File: src/rtl/mda_pkg.sv
// Shared definitions for the MDA ISA bus front end: FSM states, strobe identifiers
// and the decode bases for the MDA memory window and I/O block.
package mda_pkg;

    typedef enum logic [1:0] {
        ST_IDLE  = 2'd0,
        ST_MWAIT = 2'd1,
        ST_HOLD  = 2'd2
    } bus_state_t;

    // Strobe index order doubles as the priority order for simultaneous falls.
    typedef enum logic [1:0] {
        SRC_MEMR = 2'd0,
        SRC_MEMW = 2'd1,
        SRC_IOR  = 2'd2,
        SRC_IOW  = 2'd3
    } strobe_t;

    localparam logic [4:0]  MDA_MEM_BASE = 5'b10110;
    localparam logic [11:0] MDA_IO_BASE  = 12'h03B;

    function automatic strobe_t pick_strobe(input logic [3:0] falls);
        if (falls[0]) return SRC_MEMR;
        if (falls[1]) return SRC_MEMW;
        if (falls[2]) return SRC_IOR;
        return SRC_IOW;
    endfunction

endpackage

File: src/rtl/mda_sync_edge.sv
// Multi-flop synchroniser for one active-low ISA strobe, with a registered
// falling-edge pulse and the synchronised level.
module mda_sync_edge #(
    parameter int STAGES = 2
) (
    input  logic clk,
    input  logic rst,
    input  logic strobe_l,
    output logic level,
    output logic fall
);

    logic [STAGES-1:0] sync_q;
    logic              prev_q;

    always_ff @(posedge clk) begin
        if (rst) begin
            sync_q <= '1;
            prev_q <= 1'b1;
            fall   <= 1'b0;
        end else begin
            sync_q <= {sync_q[STAGES-2:0], strobe_l};
            prev_q <= sync_q[STAGES-1];
            fall   <= prev_q & ~sync_q[STAGES-1];
        end
    end

    assign level = sync_q[STAGES-1];

endmodule

File: src/rtl/mda_bus_sync.sv
// ISA bus front end for the MDA core: strobe synchronisation, decode, IOCHRDY wait
// and read-data hold. Optional MWAIT watchdog enabled by defining MDA_BUS_TIMEOUT_EN.
module mda_bus_sync
    import mda_pkg::*;
#(
    parameter int SYNC_STAGES    = 2,
    parameter int TIMEOUT_CYCLES = 255
) (
    input  logic        clk,
    input  logic        busreset,
    input  logic [19:0] bus_a,
    input  logic        bus_ior_l,
    input  logic        bus_iow_l,
    input  logic        bus_memr_l,
    input  logic        bus_memw_l,
    input  logic        bus_aen,
    input  logic [7:0]  bus_din,
    input  logic        cpu_slot,
    input  logic [7:0]  rd_data,
    output logic        mem_req,
    output logic        io_req,
    output logic        req_wr,
    output logic [14:0] req_addr,
    output logic [7:0]  req_data,
    output logic [7:0]  bus_out,
    output logic        bus_dir,
    output logic        bus_rdy
);

    // mem_req/io_req are one-cycle valid pulses with no ready: the core must accept
    // them on the pulse cycle, and rd_data must be valid on cpu_slot / io_req.
    logic [3:0] strobe_l;
    logic [3:0] levels;
    logic [3:0] falls;

    assign strobe_l = {bus_iow_l, bus_ior_l, bus_memw_l, bus_memr_l};

    for (genvar i = 0; i < 4; i++) begin : g_sync
        mda_sync_edge #(.STAGES(SYNC_STAGES)) u_sync (
            .clk      (clk),
            .rst      (busreset),
            .strobe_l (strobe_l[i]),
            .level    (levels[i]),
            .fall     (falls[i])
        );
    end

    bus_state_t state_q, state_d;
    strobe_t    src_q, src_d, sel;
    logic       sel_mem, sel_wr, hit_mem, hit_io, cur_level, tmo_hit;
    logic       mem_req_d, io_req_d, req_wr_d, bus_dir_d, bus_rdy_d;
    logic [14:0] req_addr_d;
    logic [7:0]  req_data_d, bus_out_d;

    assign sel       = pick_strobe(falls);
    assign sel_mem   = (sel == SRC_MEMR) || (sel == SRC_MEMW);
    assign sel_wr    = (sel == SRC_MEMW) || (sel == SRC_IOW);
    assign hit_mem   = (|falls) && !bus_aen && sel_mem && (bus_a[19:15] == MDA_MEM_BASE);
    assign hit_io    = (|falls) && !bus_aen && !sel_mem && (bus_a[15:4] == MDA_IO_BASE);
    assign cur_level = levels[src_q];

`ifdef MDA_BUS_TIMEOUT_EN
    localparam logic [7:0] TMO_LAST = 8'(TIMEOUT_CYCLES - 1);
    logic [7:0] tmo_q;

    always_ff @(posedge clk) begin
        if (busreset || state_q != ST_MWAIT) tmo_q <= '0;
        else                                  tmo_q <= tmo_q + 8'd1;
    end

    assign tmo_hit = (state_q == ST_MWAIT) && (tmo_q == TMO_LAST);
`else
    assign tmo_hit = 1'b0;
`endif

    always_comb begin
        state_d    = state_q;
        src_d      = src_q;
        mem_req_d  = 1'b0;
        io_req_d   = 1'b0;
        req_wr_d   = req_wr;
        req_addr_d = req_addr;
        req_data_d = req_data;
        bus_out_d  = bus_out;
        bus_dir_d  = bus_dir;
        bus_rdy_d  = bus_rdy;
        case (state_q)
            ST_IDLE: begin
                if (hit_mem || hit_io) begin
                    src_d      = sel;
                    req_wr_d   = sel_wr;
                    req_addr_d = bus_a[14:0];
                    req_data_d = bus_din;
                    if (hit_mem) begin
                        bus_rdy_d = 1'b0;
                        state_d   = ST_MWAIT;
                    end else begin
                        io_req_d = 1'b1;
                        state_d  = ST_HOLD;
                    end
                end
            end
            ST_MWAIT: begin
                // A strobe released while IOCHRDY is low aborts without a request.
                if (cur_level) begin
                    bus_rdy_d = 1'b1;
                    state_d   = ST_IDLE;
                end else if (cpu_slot) begin
                    mem_req_d = 1'b1;
                    bus_rdy_d = 1'b1;
                    if (!req_wr) bus_out_d = rd_data;
                    state_d = ST_HOLD;
                end else if (tmo_hit) begin
                    bus_rdy_d = 1'b1;
                    if (!req_wr) bus_out_d = 8'hFF;
                    state_d = ST_HOLD;
                end
            end
            ST_HOLD: begin
                if (io_req && !req_wr) bus_out_d = rd_data;
                if (cur_level) begin
                    bus_dir_d = 1'b0;
                    state_d   = ST_IDLE;
                end else begin
                    bus_dir_d = !req_wr;
                end
            end
            default: begin
                bus_dir_d = 1'b0;
                bus_rdy_d = 1'b1;
                state_d   = ST_IDLE;
            end
        endcase
    end

    always_ff @(posedge clk) begin
        if (busreset) begin
            state_q  <= ST_IDLE;
            src_q    <= SRC_MEMR;
            mem_req  <= 1'b0;
            io_req   <= 1'b0;
            req_wr   <= 1'b0;
            req_addr <= '0;
            req_data <= '0;
            bus_out  <= '0;
            bus_dir  <= 1'b0;
            bus_rdy  <= 1'b1;
        end else begin
            state_q  <= state_d;
            src_q    <= src_d;
            mem_req  <= mem_req_d;
            io_req   <= io_req_d;
            req_wr   <= req_wr_d;
            req_addr <= req_addr_d;
            req_data <= req_data_d;
            bus_out  <= bus_out_d;
            bus_dir  <= bus_dir_d;
            bus_rdy  <= bus_rdy_d;
        end
    end

endmodule

File: config.mk
export PLATFORM = sky130hd
export DESIGN_NAME = mda_bus_sync
export DESIGN_NICKNAME = d
export VERILOG_FILES = /design/src/rtl/mda_pkg.sv /design/src/rtl/mda_sync_edge.sv /design/src/rtl/mda_bus_sync.sv
export SDC_FILE = /design/constraint.sdc
export NUM_CORES = 1
export LEC_CHECK = 0
export CAP_MARGIN = 0
export CORE_AREA = 5 5 76 78
export DETAILED_ROUTE_END_ITERATION = 8
export DIE_AREA = 0 0 81 83
export PLACE_DENSITY = 0.74
export SLEW_MARGIN = 20
export SYNTH_ARGS = -nofsm -noshare
export SYNTH_HDL_FRONTEND = slang
export SYNTH_SLANG_ARGS = --single-unit
export TNS_END_PERCENT = 20
File: constraint.sdc
create_clock -name clk -period 3.05 [get_ports clk]
set_clock_uncertainty 0.2 [all_clocks]
set_input_delay 0.915 -clock clk [delete_from_list [all_inputs] [get_ports clk]]
set_output_delay 0.915 -clock clk [all_outputs]
set_load 0.1 [all_outputs]
==> flow_metrics.py, run 1 <==
metrics = {
    "status": {
        "status": "complete, no violations",
    },
    "flow_run": {
        "maxCapViolations": 0,
    },
    "finish": {
        "drive_above_1_share": 0.319,
        "area_growth_syn_to_layout_pct": 48.8,
        "fin_util": 0.578,
        "final_cells": 333,
        "diodes": 0,
        "fin_nets": 306,
    },
    "pwr": {
        "switchingPower_mw": 0.255,
        "power_frac_comb": 0.071,
        "seqPwrFrac": 0.557,
        "p_leak_nw": 1.16,
        "switching_share": 0.195,
        "cellPowerDensity_nw_per_um2": 451,
        "power.internal_mw": 1.05,
        "p_clk_frac": 0.372,
        "ir_drop_mv": 0.299,
    },
    "yosys": {
        "syn_area_um2": 1950,
        "post-synth-top-area-cell": "dfxtp_1",
        "synthTopCellsByCount": "55 x dfxtp_1, 15 x a22o_1, 13 x or2_2, 12 x a21oi_1",
        "yosysMostFrequentCell": "dfxtp_1",
        "yosysUniqueCellTypes": 33,
        "synthArstFlopShare": 0,
        "syn_area_per_cell_um2": 11.1,
        "ys_warn_count": 0,
        "yosysSeqAreaShare": 0.566,
        "synthTopCellsByArea": "dfxtp_1 57%, a22o_1 6.7%, a22o_2 4.6%, or2_2 4.2%, a21oi_1 3.1%",
        "ys.flop_type": "dfxtp_1",
        "ys_ff_latch": 55,
        "synth_top_area_share": 0.566,
        "syn_nets": 219,
        "syn_inst": 175,
        "synth_enable_flop_cells": 0,
    },
    "timing": {
        "rsz0062_at_grt": "false",
        "fin_crit_ps": 2740,
        "tightestPinTransition_ps": 492,
        "fin_crit_sh": 0.898,
        "max_slew_margin": 0.671,
        "hold_viol": 0,
        "final-max-slew-violation-count": 0,
        "setup_viol": 0,
        "fmax_mhz": 365,
    },
    "worst_setup_path": {
        "worstPathArrival_ps": 2780,
        "r2r_start": "state_q[1]",
        "rrSetupSlack_ps": 930,
        "crit_fanout": 10,
        "crit_path_start_kind": "input port",
        "r2r_end": "req_addr[8]",
        "endpoint_kind": "flop",
        "ff2ff_path_depth": 4,
        "crit_type": "input port to flop",
        "worstPathRequired_ps": 3100,
    },
    "cts": {
        "cts_inserted_buffers": 5,
        "clock_sinks": 55,
        "root_buffer": "clkbuf_8",
        "cts_tree": "yes",
        "clk_pin_slew_worst_paths_ps": 90,
        "htreeDepth": 2,
        "cts_resized": 0,
        "worstSkewPairLatency_ps": 300,
        "hold_buffers": 0,
        "postCtsSetupRepairBufs": 0,
        "cts_buffer_depth": 2,
    },
    "floorplan": {
        "start_util": 0.389,
        "die-width_um": 81,
        "row_count": 26,
        "die-area_um2": 6720,
        "die_y_um": 83,
        "core-area_um2": 5010,
        "num_io_pins": 80,
    },
    "detailed_routing": {
        "antenna_left": 0,
        "dr.pass1.iters": 4,
        "routedWlPerCell_um": 13.5,
        "drc": 0,
        "totalWireLength_um": 4490,
        "viasPerCell": 4.86,
        "dr_total_vias": 1618,
        "drt-initial-drc-count": 80,
    },
    "global_routing": {
        "grt_antenna_before_repair": 0,
        "grtUsageTotal": 0.141,
        "grt_pass1_vias": 1647,
        "grt_start_max_net_pins": 17,
        "grt_overflow": 0,
        "grt_pass1_wl_um": 7600,
    },
    "place": {
        "gp_congestion": 0.735,
        "post-dp-hpwl_um": 3410,
        "dp.cells": 325,
        "port_buffers": 79,
    },
    "worst_hold_path": {
        "hold_end": "g_sync[1].u_sync.fall",
        "hp-class": "flop to flop",
        "hp-start": "g_sync[1].u_sync.prev_q",
        "min_path_cells": 2,
    },
}
[routing by layer]
| metal | share of wire | global-route usage | wire [µm] | vias to the layer above |
|---|---|---|---|---|
| met2 | 0.46 | 0.225 | 2070 | 55 |
| met3 | 0.083 | 0.0541 | 371 | 9 |
| li1 | - | - | - | 812 |
| met4 | 0.016 | 0.0415 | 70 | 0 |
| met1 | 0.44 | 0.175 | 1980 | 742 |
| met5 | 0 | 0 | 0 | - |
[layout make-up]
type / instances / area, µm²
Clock buffer: 6 / 82.6
Clock inverter: 2 / 35.0
Fill cell: 476 / 2110
Inverter: 6 / 22.5
Multi-Input combinational cell: 105 / 779
Sequential cell: 55 / 1100
Tap cell: 70 / 87.6
Timing Repair Buffer: 89 / 788
[how the worst max path moves through the flow]
stage,startpoint,to,slack (ps),cells after the start
after detailed placement,bus_aen,req_addr[8],-7,5
after global placement,bus_aen,req_addr[12],80,5
after CTS,bus_aen,req_addr[8],330,5
after floorplan,src_q[0],bus_rdy,400,3
final,bus_aen,req_addr[8],310,5
after global routing,bus_a[12],req_addr[8],180,6
[cell usage in the layout (no fill, tap or decap), drive strengths merged]
master          n
mux2i           1
nand4b          1
and3b           1
a21oi          12
nand4           1
a211oi          3
clkinv          1
o21ai           8
buf            46
nor4b           2
bufinv          1
clkbuf          6
nor3b           1
o21ba           1
nand2b          1
dfxtp          55
nor3            7
and4            1
nand3b          6
nor2            9
and4b           1
inv             6
a22o           24
a221o           1
mux4            1
o211ai          3
clkdlybuf4s50  43
or2            13
or2b            1
or3             4
nor4            2
[registers in the layout, indices dropped and copies added (netlist names)]
name and flops:
state_q 2, io_req 1, req_addr 15, bus_rdy 1
g_sync.u_sync.sync_q 8, req_data 8, bus_dir 1, g_sync.u_sync.prev_q 4
src_q 2, g_sync.u_sync.fall 4, bus_out 8, mem_req 1
[kinds of logic after synthesis]
group           after synthesis  synth area share
simple gates                 51             0.170
compound gates               52             0.214
buf+inv                      15            0.0341
flops                        55             0.566
mux                           2            0.0167
[through the flow]
step,power [mW],instance area (µm²),setup TNS [ps],worst slack (ps),hold slack (ps)
3_5_place_dp,0.839,2780,-12.4,-7.33,198
6_report,1.31,2900,0,311,200
5_1_grt,1.36,2900,0,178,218
2_1_floorplan,0.770,1950,0,397,189
3_3_place_gp,0.837,2780,0,81.8,193
4_1_cts,1.33,2900,0,326,207
[critical path: stages]
cell and delay [ps]:
clkdlybuf4s50_1 400, or3_4 400, or3_4 390, a211oi_4 470, a22o_1 210
[power by group through the flow]
stage	combinational (mW)	clock [mW]	sequential (mW)
global placement	0.0929	0	0.745
detailed placement	0.0937	0	0.745
global route	0.101	0.532	0.729
finish	0.0935	0.486	0.728
floorplan	0.0249	0	0.745
CTS	0.0943	0.503	0.728
No activity file was read; power rests on OpenSTA's default activity.
==> run 2, diff against run 1 <==
==> constraint.sdc (replaced) <==
create_clock -name clk -period 3.05 [get_ports clk]
set_clock_uncertainty 0.2 [all_clocks]
set_input_delay 0.915 -clock clk [delete_from_list [all_inputs] [get_ports clk]]
set_output_delay 0.915 -clock clk [all_outputs]
set_load 0.005 [all_outputs]
==> flow_metrics.py, run 2 (same netlist as run 1, synthesis figures left out) <==
metrics = {
    "status": {
        "status": "complete, no violations",
    },
    "finish": {
        "fin_util": 0.593,
        "area_growth_syn_to_layout_pct": 52.6,
        "final_common_cell": "clkdlybuf4s50_1",
        "ff_latch_area_um2": 1100,
        "fin_nets": 306,
        "largest_reg_flops": 15,
        "drive_above_1_share": 0.176,
        "fill_cells": 445,
        "top_register": "req_addr",
        "multi_input_area_um2": 779,
        "layout.cells.most_common_list": "79 x clkdlybuf4s50_1, 55 x dfxtp_1, 15 x a22o_1",
        "diodes": 0,
    },
    "floorplan": {
        "die-width_um": 81,
        "core-area_um2": 5010,
        "row_count": 26,
        "start_util": 0.389,
        "num_io_pins": 80,
        "die-area_um2": 6720,
        "die_y_um": 83,
    },
    "timing": {
        "max_slew_margin": 0.685,
        "setup_viol": 0,
        "hold_viol": 0,
        "fin_crit_sh": 0.904,
        "rsz0062_at_grt": "false",
        "fin_crit_ps": 2760,
        "tns_ps": 0,
        "final-max-slew-violation-count": 0,
        "fmax_mhz": 363,
        "fin_ws_ps": 294,
        "tightestPinTransition_ps": 470,
        "fin_hold_ws_ps": 210,
    },
    "worst_setup_path": {
        "cp_top_family": "compound AO/OA/AOI/OAI gates",
        "path_cells": "clkdlybuf4s50_1, nor4b_1, nand4_1, buf_4, a211oi_4, a22o_1",
        "crit_fanout": 10,
        "crit_path_start_kind": "input port",
        "worstPathArrival_ps": 2800,
        "crit_type": "input port to flop",
        "r2r_start": "state_q[1]",
        "slowest_delay_ps": 460,
        "worstPathRequired_ps": 3090,
        "path_buf_inv": 2,
        "endpoint_kind": "flop",
        "slowest_stage": "a211oi_4",
        "cp-startpoint": "bus_a[12]",
    },
    "flow_run": {
        "maxCapViolations": 0,
    },
    "place": {
        "gp_congestion": 0.726,
        "post-place-ws_ps": 36.7,
        "post-dp-hpwl_um": 3430,
        "port_buffers": 79,
    },
    "detailed_routing": {
        "dr_total_vias": 1625,
        "routedWlPerCell_um": 13.6,
        "drt-initial-drc-count": 68,
        "dr.pass1.iters": 4,
        "antenna_left": 0,
        "viasPerCell": 4.89,
        "drc": 0,
        "totalWireLength_um": 4520,
    },
    "worst_hold_path": {
        "hp-start": "g_sync[3].u_sync.prev_q",
        "hp-class": "flop to flop",
    },
    "pwr": {
        "cellPowerDensity_nw_per_um2": 428,
        "p_leak_nw": 1.08,
        "ir_drop_mv": 0.212,
        "finalPower_mw": 1.27,
    },
    "cts": {
        "worstSkewPairLatency_ps": 300,
        "cts_tree": "yes",
        "clk_pin_slew_worst_paths_ps": 90,
        "clock_sinks": 55,
        "hold_buffers": 0,
        "cts_inserted_buffers": 5,
        "cts_resized": 0,
        "htreeDepth": 2,
        "postCtsSetupRepairBufs": 0,
        "cts_buffer_depth": 2,
        "root_buffer": "clkbuf_8",
    },
    "global_routing": {
        "grt_start_max_net_pins": 16,
        "grt_pass1_vias": 1692,
        "grt_antenna_before_repair": 0,
        "grt_overflow": 0,
        "grt_pass1_wl_um": 7680,
        "grtUsageTotal": 0.144,
    },
}
## run 2: report_power, final
part	switching, mW	total [mW]	internal (mW)
sequential	0.00249	0.728	0.725
clock	0.211	0.451	0.241
combinational	0.0309	0.0929	0.0620
total	0.244	1.27	1.03
## run 2: path summary, 6_finish.rpt
path,end,slack (ps),cells after the start
setup reg to reg,req_addr[4],950,4
hold reg to reg,g_sync[3].u_sync.fall,210,2
setup / recovery,req_addr[4],290,6
hold / removal,g_sync[3].u_sync.fall,210,2
## run 2: metrics by stage
| stage | instance area (µm²) | std cells |
|---|---|---|
| 3_5_place_dp | 2870 | 325 |
| 4_1_cts | 2970 | 332 |
| 2_1_floorplan | 1950 | 175 |
| 6_report | 2970 | 332 |
| 5_1_grt | 2970 | 332 |
| 3_3_place_gp | 2870 | 325 |
## run 2: layout make-up
type,count,area share
clock buffer,6,0.0244
clock inverter,1,0.0101
inverter,6,0.00758
timing repair buffer,89,0.296
tap,70,0.0295
multi-input combinational,105,0.262
sequential,55,0.371
## run 2: routing by layer
layer | global-route usage | part of all wire | vias to the layer above
li1 | - | - | 811
met1 | 0.176 | 0.44 | 756
met2 | 0.228 | 0.46 | 52
met3 | 0.0541 | 0.080 | 6
met5 | 0 | 0 | -
met4 | 0.0507 | 0.014 | 0
## run 2: worst reg2reg max path, stage by stage (launching register included)
cell and delay [ps]:
dfxtp_1 360, or3_4 420, or3_4 380, a211oi_4 460, a22o_1 210
